--- src/rtl/mem_lsu_stage.sv ---
// MEM pipeline stage: registered ALU pass-through plus load/store over a req/ack
// data-memory bus, with lane alignment, extension, stall and exception reporting.
module mem_lsu_stage #(
  parameter int unsigned DATA_W     = 32,
  parameter int unsigned ADDR_W     = 32,
  parameter int unsigned REG_ADDR_W = 5,
  parameter int unsigned TIMEOUT    = 16
) (
  input  logic                      clk,
  input  logic                      rst,
  input  logic                      valid_i,
  input  logic [REG_ADDR_W-1:0]     waddr_reg_i,
  input  logic                      we_reg_i,
  input  logic [DATA_W-1:0]         wdata_i,
  input  logic [3:0]                mem_op_i,
  input  logic [ADDR_W-1:0]         mem_addr_i,
  input  logic [DATA_W-1:0]         mem_sdata_i,
  output logic                      stall_o,
  output logic                      valid_o,
  output logic [REG_ADDR_W-1:0]     waddr_reg_o,
  output logic                      we_reg_o,
  output logic [DATA_W-1:0]         wdata_o,
  output logic                      exc_o,
  output logic [1:0]                exc_code_o,
  output logic                      dm_req_o,
  output logic                      dm_we_o,
  output logic [ADDR_W-1:0]         dm_addr_o,
  output logic [DATA_W/8-1:0]       dm_be_o,
  output logic [DATA_W-1:0]         dm_wdata_o,
  input  logic [DATA_W-1:0]         dm_rdata_i,
  input  logic                      dm_ack_i
);

  localparam int unsigned BE_W  = DATA_W / 8;
  localparam int unsigned OFS_W = $clog2(BE_W);
  localparam int unsigned CNT_W = (TIMEOUT > 2) ? $clog2(TIMEOUT) : 1;

  localparam logic [3:0] OP_NONE = 4'd0;
  localparam logic [3:0] OP_LB   = 4'd1;
  localparam logic [3:0] OP_LBU  = 4'd2;
  localparam logic [3:0] OP_LH   = 4'd3;
  localparam logic [3:0] OP_LHU  = 4'd4;
  localparam logic [3:0] OP_LW   = 4'd5;
  localparam logic [3:0] OP_LWU  = 4'd6;
  localparam logic [3:0] OP_LD   = 4'd7;
  localparam logic [3:0] OP_SB   = 4'd8;
  localparam logic [3:0] OP_SH   = 4'd9;
  localparam logic [3:0] OP_SW   = 4'd10;
  localparam logic [3:0] OP_SD   = 4'd11;

  localparam logic [1:0] EXC_NONE    = 2'd0;
  localparam logic [1:0] EXC_MISALGN = 2'd1;
  localparam logic [1:0] EXC_TIMEOUT = 2'd2;
  localparam logic [1:0] EXC_ILLEGAL = 2'd3;

  typedef enum logic {IDLE, BUSY} state_t;

  state_t               state;
  logic [CNT_W-1:0]     cnt;
  logic                 cap_load;
  logic                 cap_signed;
  logic [1:0]           cap_size;
  logic [OFS_W-1:0]     cap_ofs;
  logic [REG_ADDR_W-1:0] cap_waddr;
  logic                 cap_we;

  // Opcode decode: access size (log2 bytes), direction, signedness, legality.
  logic [1:0] op_size;
  logic       op_load;
  logic       op_store;
  logic       op_signed;
  logic       op_illegal;

  always_comb begin
    op_size    = 2'd0;
    op_load    = 1'b0;
    op_store   = 1'b0;
    op_signed  = 1'b0;
    op_illegal = 1'b0;
    case (mem_op_i)
      OP_NONE: ;
      OP_LB:   begin op_load = 1'b1; op_signed = 1'b1; end
      OP_LBU:  op_load = 1'b1;
      OP_LH:   begin op_load = 1'b1; op_signed = 1'b1; op_size = 2'd1; end
      OP_LHU:  begin op_load = 1'b1; op_size = 2'd1; end
      OP_LW:   begin op_load = 1'b1; op_signed = 1'b1; op_size = 2'd2; end
      OP_LWU:  begin op_load = 1'b1; op_size = 2'd2; op_illegal = (DATA_W == 32); end
      OP_LD:   begin op_load = 1'b1; op_size = 2'd3; op_illegal = (DATA_W == 32); end
      OP_SB:   op_store = 1'b1;
      OP_SH:   begin op_store = 1'b1; op_size = 2'd1; end
      OP_SW:   begin op_store = 1'b1; op_size = 2'd2; end
      OP_SD:   begin op_store = 1'b1; op_size = 2'd3; op_illegal = (DATA_W == 32); end
      default: op_illegal = 1'b1;
    endcase
  end

  logic [OFS_W-1:0] ofs;
  logic             misaligned;
  logic             mem_op;
  logic             start_mem;
  logic             timeout_hit;

  assign ofs         = mem_addr_i[OFS_W-1:0];
  assign misaligned  = (ofs & OFS_W'((32'd1 << op_size) - 32'd1)) != '0;
  assign mem_op      = op_load | op_store;
  assign start_mem   = valid_i && !op_illegal && mem_op && !misaligned;
  assign timeout_hit = (TIMEOUT != 0) && (cnt == CNT_W'(TIMEOUT - 1));
  assign stall_o     = (state == IDLE) ? start_mem : !(dm_ack_i || timeout_hit);

  // Bus payload: lane byte enables and store datum replicated to every lane.
  logic [BE_W-1:0]   be_next;
  logic [DATA_W-1:0] st_rep;

  assign be_next = BE_W'((32'd1 << (32'd1 << op_size)) - 32'd1) << ofs;

  always_comb begin
    st_rep = '0;
    for (int unsigned i = 0; i < BE_W; i++) begin
      st_rep[8*i +: 8] = mem_sdata_i[8*(i & ((32'd1 << op_size) - 32'd1)) +: 8];
    end
  end

  // Load lane extraction: right-justify the lane, then sign/zero extend.
  logic [DATA_W-1:0] ld_shift;
  logic [DATA_W-1:0] ld_left;
  logic [DATA_W-1:0] ld_data;
  int unsigned       ld_sa;

  always_comb begin
    ld_shift = dm_rdata_i >> {cap_ofs, 3'b000};
    ld_sa    = 0;
    if ((32'd8 << cap_size) < DATA_W) ld_sa = DATA_W - (32'd8 << cap_size);
    ld_left  = ld_shift << ld_sa;
    ld_data  = cap_signed ? DATA_W'($signed(ld_left) >>> ld_sa) : (ld_left >> ld_sa);
  end

  always_ff @(posedge clk or negedge rst) begin
    if (!rst) begin
      state       <= IDLE;
      cnt         <= '0;
      cap_load    <= 1'b0;
      cap_signed  <= 1'b0;
      cap_size    <= 2'd0;
      cap_ofs     <= '0;
      cap_waddr   <= '0;
      cap_we      <= 1'b0;
      valid_o     <= 1'b0;
      waddr_reg_o <= '0;
      we_reg_o    <= 1'b0;
      wdata_o     <= '0;
      exc_o       <= 1'b0;
      exc_code_o  <= EXC_NONE;
      dm_req_o    <= 1'b0;
      dm_we_o     <= 1'b0;
      dm_addr_o   <= '0;
      dm_be_o     <= '0;
      dm_wdata_o  <= '0;
    end else begin
      valid_o    <= 1'b0;
      we_reg_o   <= 1'b0;
      exc_o      <= 1'b0;
      exc_code_o <= EXC_NONE;
      case (state)
        IDLE: begin
          if (valid_i) begin
            if (op_illegal || (mem_op && misaligned)) begin
              valid_o     <= 1'b1;
              waddr_reg_o <= waddr_reg_i;
              wdata_o     <= '0;
              exc_o       <= 1'b1;
              exc_code_o  <= op_illegal ? EXC_ILLEGAL : EXC_MISALGN;
            end else if (!mem_op) begin
              valid_o     <= 1'b1;
              waddr_reg_o <= waddr_reg_i;
              we_reg_o    <= we_reg_i;
              wdata_o     <= wdata_i;
            end else begin
              state      <= BUSY;
              cnt        <= '0;
              dm_req_o   <= 1'b1;
              dm_we_o    <= op_store;
              dm_addr_o  <= {mem_addr_i[ADDR_W-1:OFS_W], OFS_W'(0)};
              dm_be_o    <= be_next;
              dm_wdata_o <= st_rep;
              cap_load   <= op_load;
              cap_signed <= op_signed;
              cap_size   <= op_size;
              cap_ofs    <= ofs;
              cap_waddr  <= waddr_reg_i;
              cap_we     <= we_reg_i;
            end
          end
        end
        BUSY: begin
          // Ack takes priority over a timeout expiring in the same cycle.
          if (dm_ack_i) begin
            state       <= IDLE;
            dm_req_o    <= 1'b0;
            valid_o     <= 1'b1;
            waddr_reg_o <= cap_waddr;
            we_reg_o    <= cap_load & cap_we;
            wdata_o     <= cap_load ? ld_data : '0;
          end else if (timeout_hit) begin
            state       <= IDLE;
            dm_req_o    <= 1'b0;
            valid_o     <= 1'b1;
            waddr_reg_o <= cap_waddr;
            wdata_o     <= '0;
            exc_o       <= 1'b1;
            exc_code_o  <= EXC_TIMEOUT;
          end else begin
            cnt <= cnt + CNT_W'(1);
          end
        end
        default: state <= IDLE;
      endcase
    end
  end

endmodule

--- config.mk ---
export PLATFORM = sky130hd
export DESIGN_NAME = mem_lsu_stage
export DESIGN_NICKNAME = d
export VERILOG_FILES = /design/src/rtl/mem_lsu_stage.sv
export SDC_FILE = /design/constraint.sdc
export NUM_CORES = 1
export LEC_CHECK = 0
export CORE_MARGIN = 4
export CORE_UTILIZATION = 40
export CTS_BUF_LIST = sky130_fd_sc_hd__clkbuf_4
export DETAILED_ROUTE_END_ITERATION = 6
export DONT_BUFFER_PORTS = 1
export HOLD_SLACK_MARGIN = 0.08
export MAX_ROUTING_LAYER = met4
export PLACE_DENSITY_LB_ADDON = 0.3
export SYNTH_ARGS = -nofsm -noshare
export SYNTH_HDL_FRONTEND = slang
export SYNTH_SLANG_ARGS = --single-unit
--- constraint.sdc ---
create_clock -name clk -period 2.62 [get_ports clk]
set_input_delay 0.393 -clock clk [delete_from_list [all_inputs] [get_ports clk]]
set_output_delay 0.393 -clock clk [all_outputs]
set_load 0.01 [all_outputs]
; ---- Word-level counts from Yosys, hierarchy flattened
; Cells that the tools add are included.
[totals]
register_bits = 127
elab_cells = 140
latchBits = 0
rom_bits = 0
n_memories = 0
output_inout_bits = 113
inputBits = 142
ramBits = 0
[op_classes]
div_mod_pow = 0
n_bitwise = 5
n_eq_ne = 19
n_shift = 11
mul = 0
muxes = 60
magnitude_cmp = 1
add_sub_neg = 4
n_reduce_logical = 21
[op_table]
columns = cell, count
row1 = 2-to-1 mux 32 bit, 8
row2 = case mux 32 bit (2 select lines), 1
row3 = variable part select 32 x 6 -> 8 bit, 2
row4 = less-than comparator 32 x 6 -> 1 bit (second input constant), 1
row5 = variable part select 32 x 5 -> 8 bit, 1
row6 = left shift 1 x 2 -> 32 bit (first input constant), 1
row7 = left shift 1 x 32 -> 4 bit (first input constant), 1
row8 = left shift 32 x 32 -> 32 bit, 1
row9 = left shift 4 x 2 -> 32 bit (first input constant), 1
row10 = right shift 32 x 32 -> 32 bit, 1
row11 = right shift 32 x 5 -> 32 bit, 1
row12 = >>> shifter 32 x 32 -> 32 bit, 1
row13 = subtractor 6 x 32 -> 32 bit (first input constant), 1
row14 = 2-to-1 mux 1 bit, 27
row15 = 2-to-1 mux 5 bit, 5
row16 = == test 4 bit (second input constant), 5
row17 = 2-to-1 mux 4 bit, 5
row18 = == test 4 x 3 -> 1 bit (second input constant), 4
row19 = 2-to-1 mux 2 bit, 5
row20 = != test 2 bit (second input constant), 5
row21 = case mux 1 bit (2 select lines), 5
row22 = case mux 5 bit (2 select lines), 1
row23 = OR reduction 3 bit, 3
row24 = OR reduction 9 bit, 1
row25 = other kinds (25), 34

; ---- Longest topological paths before layout
[depth]
ltp_word = 12
ltp_mapped = 8

; ---- Worst setup path before layout
; OpenSTA, ideal clock, no wires.
[synth_timing]
kind = in2reg
start = input port mem_op_i[0]
end = register dm_wdata_o[27]
setup_slack_ns = 0.320
required_time_ns = 2.493
arrival_ns = 2.172
cell_stages = 6
setup_ns = 0.127
path_buffers = 1
cell_sequence = buf_2 -> maj3_1 -> o21ai_2 -> mux2_2 -> mux2_2 -> mux2_1
[synth_via]
elab_chain_cells = 11
elab_cells_between_ends = 32
cone_classes = add/sub: 1 / eq/ne: 11 / shift: 2 / mux: 4 / bitwise: 3 / reduce/logical: 11
[synth_lines]
columns = item, line
row1 = from (decl), 15  ; input logic [3:0] mem_op_i,
row2 = "parallel branches: the longest is 11 deep, another holds subtractor 2 x 1 -> 2 bit", n/a
row3 = to (signal assigned), 184  ; dm_wdata_o <= st_rep;
row4 = to (decl), 29  ; output logic [DATA_W-1:0] dm_wdata_o,
; Parallel ways; which one is timed is not known.
; A chain may end at the register's enable or synchronous reset.

; ---- Worst setup path in the final report
[layout_timing]
start = register cnt[0]
end = register waddr_reg_o[3]
[layout_via]
elab_chain_cells = 3
[layout_lines]
columns = item, line
row1 = from (decl), 59  ; logic [CNT_W-1:0] cnt;
row2 = from (signal assigned), 212  ; cnt <= cnt + CNT_W'(1);
row3 = == test 4 bit, 107  ; assign timeout_hit = (TIMEOUT != 0) && (cnt == CNT_W'(TIMEOUT - 1));
row4 = != test 3 x 2 -> 1 bit (no source line), n/a
row5 = AND reduction 3 bit (no source line), n/a
row6 = to (signal assigned), 168  ; waddr_reg_o <= waddr_reg_i;
row7 = to (signal assigned), 174  ; waddr_reg_o <= waddr_reg_i;
row8 = to (signal assigned), 200  ; waddr_reg_o <= cap_waddr;
row9 = to (decl), 20  ; output logic [REG_ADDR_W-1:0] waddr_reg_o,
; No other way between the ends.

==> qor.csv <==
metric;value;unit
die footprint;0.0182;mm2
Power, Total;6.44;mW
most frequent cells in the layout;127 x dfrtp_1, 104 x mux2_2, 90 x dlygate4sd3_1, 27 x mux2_1, 20 x mux2_4;
Syn Std Cell Area;0.00643;mm2
Worst VDD drop;0.000390;V
initial antenna violation count;1;
routability cong.;0.835;
Worst slew margin;29.4;%
most common cell after layout, fill and taps aside;dfrtp_1;
dpl cell area;0.00663;mm2
min Tclk post-route;2230;ps
# IOs;255;
HPWL after DPL;12600;um
synthesized flop and latch total;127;
clock sinks;127;
residual DRC count;0;
number of global-route vias before repair;4882;
Die Height;135;um
RSZ-0062 raised after global routing;no;
Num CTS Buffers;17;
Max-cap violations;0;
Crit. End Element;flip-flop;
Final setup viols;0;
Slew Limit Fails;0;
Pre-Repair DR Iteration Count;4;
H-tree depth reported by CTS;4;
routed vias;4515;
WP data required;3020;ps
asr flop ratio synth;100;%
sequential share of the synthesized area;49.4;%
Setup CP Type;flip-flop to flip-flop;
Final Cycle Share;85.3;%
fillers;1361;
CP bufs+invs;1;
CTS root buffer;clkbuf_4;
# nets final;722;
worst-margin pin slew;1050;ps
later-pin clock latency in the skew report;530;ps
clock tree buffer depth;2;
Hold/Removal Path Class;input port to asynchronous set/reset pin;
Hold Fails Final Rpt;127;
final hold slack;-452;ps
Cells after Synth;489;
sum of negative setup slack;0;ps
first-pass GRT wire length;27600;um
global routing met3 resource utilization;9.65;%
Startpoint Class;flip-flop;
predominant post-synthesis flop cell;dfrtp_1;
CTS clock-pin slew for the worst setup and hold paths;130;ps
CP max-delay cell;dfrtp_1;
share of layout cells above drive strength 1;30.6;%
CP max stage delay;420;ps
GRT Overall Usage;20.3;%
failing checks;negative hold slack;
Core Rows;46;
Avg WL per Cell;22.4;um
EDFF count, synth;0;
DIE WIDTH;135;um
Starting Density;40.6;%
Leak;3.38;nW
CTS tree;yes;
most used routing layer;met2;
warnings from Yosys;0;
core area;0.0158;mm2
Fmax achieved;0.448;GHz
status;finished with violations;
Vias per Instance;5.58;
PwrDens;819;mW/mm2
Detail Route Antenna Nets;0;
Yosys cell types;53;
Finished Cell Area;0.00786;mm2
CP cell instances;ha_1 > and3_1 > o21ai_0 > o31ai_4 > buf_4 > mux2_4;
Setup Skew;15.7;ps
Syn Area/Cell;13.1;um2
CP top delay family;compound AO/OA/AOI/OAI gates;
area delta synth->final;22.3;%
GR Layer Usage met1;22.1;%
drt total wl;18100;um
number of port buffers;0;
data arrival time of the worst path;2640;ps
crit-path max FO;38;
largest net degree at the start of global routing;128;
initial drt markers;151;
gr ovfl total;0;
met2 GRT Util;32.8;%
-- per-stage QoR --
| step | setup slack [ps] | utilization [%] | hold WS (ps) | cells |
|---|---|---|---|---|
| 2_1_floorplan | 320 | - | 97.4 | 490 |
| 3_3_place_gp | 460 | 41.9 | 103 | 686 |
| 3_5_place_dp | 408 | 41.9 | 102 | 686 |
| 4_1_cts | 307 | 49.5 | -532 | 805 |
| 5_1_grt | 220 | 49.7 | -546 | 809 |
| 6_report | 386 | 49.7 | -452 | 809 |
-- Yosys cell counts (all sizes together) (3+ instances only) --
cell type | count | share of area, %
nor2b | 12 | 1.2
nor2 | 6 | 0.35
a21oi | 16 | 1.3
a21o | 3 | 0.35
and3 | 3 | 0.29
nand2b | 4 | 0.51
nand2 | 19 | 1.1
dfrtp | 127 | 49
mux2 | 151 | 28
a2bb2oi | 4 | 0.64
a32o | 9 | 1.4
mux2i | 12 | 1.9
inv | 6 | 0.35
o21ai | 19 | 1.5
a22o | 8 | 1.1
a211o | 7 | 0.95
a221o | 16 | 2.5
clkbuf | 5 | 0.29
buf | 29 | 3.1
-- kinds of logic (layout without fill, tap and decap cells) --
logic type | count (synthesis) | count (layout) | synth area share (%)
mux | 164 | 164 | 29.8
compound gates | 95 | 95 | 11.5
buf+inv | 40 | 142 | 3.76
fa+ha+maj | 2 | 2 | 0.350
simple gates | 59 | 59 | 4.94
xor+xnor | 1 | 1 | 0.136
other cells | 1 | 3 | 0.0583
flops | 127 | 127 | 49.4
-- power by group --
group	internal (mW)	switching (mW)
Sequential	2.56	0.749
Combinational	0.920	0.633
Clock	0.770	0.803
-- registers in the layout, summed over array words and instances (netlist names) --
| signal | cells |
|---|---|
| exc_o | 1 |
| cap_waddr | 5 |
| cap_size | 2 |
| dm_wdata_o | 32 |
| exc_code_o | 2 |
| waddr_reg_o | 5 |
| state | 1 |
| cap_ofs | 2 |
| dm_addr_o | 30 |
| dm_req_o | 1 |
| we_reg_o | 1 |
| wdata_o | 32 |
| dm_be_o | 4 |
| cap_signed | 1 |
| cap_load | 1 |
| cnt | 4 |
| valid_o | 1 |
| cap_we | 1 |
| dm_we_o | 1 |
-- worst reg2reg max path, cell delays in order, from the launching register on --
cell and delay [ps]:
dfrtp_1 420, ha_1 220, and3_1 190, o21ai_0 420
o31ai_4 130, buf_4 330, mux2_4 410
-- area by class of cell --
cell class / instances / area [um2] / share of cell area [%]
sequential: 127 / 3180 / 40.4
timing repair buffer: 104 / 1020 / 13.0
clock inverter: 15 / 206 / 2.63
tap: 216 / 270 / 3.44
clock buffer: 17 / 128 / 1.62
inverter: 6 / 22.5 / 0.286
antenna: 1 / 2.50 / 0.0318
multi-input combinational: 323 / 3040 / 38.6
-- per-layer routing --
metal | vias to the layer above | wire length, um
li1 | 1999 | -
met1 | 2249 | 6820
met2 | 234 | 8800
met3 | 33 | 2120
met4 | 0 | 356
met5 | - | 0
-- what timing repair did --
item	CTS	global route
endpoints found under the setup margin	0	0
buffers inserted	0	0
gates resized for setup	0	0
hold endpoints to repair	217	129
hold buffers	87	3
-- final timing paths --
path / start / to / slack (ps) / cells past startpoint
setup / recovery: cnt[0]$_DFFE_PN0P_ / waddr_reg_o[3]$_DFFE_PN0P_ / 390 / 6
hold / removal: rst / wdata_o[30]$_DFFE_PN0P_ / -450 / 0
setup reg to reg: cnt[0]$_DFFE_PN0P_ / waddr_reg_o[3]$_DFFE_PN0P_ / 390 / 6
hold reg to reg: cap_waddr[1]$_DFFE_PN0P_ / cap_waddr[1]$_DFFE_PN0P_ / 510 / 1
max in group asynchronous: rst / dm_addr_o[26]$_DFFE_PN0P_ / 2890 / 0
min in group clk: wdata_i[20] / wdata_o[20]$_DFFE_PN0P_ / 150 / 2
No activity file was read; power rests on OpenSTA's default activity.
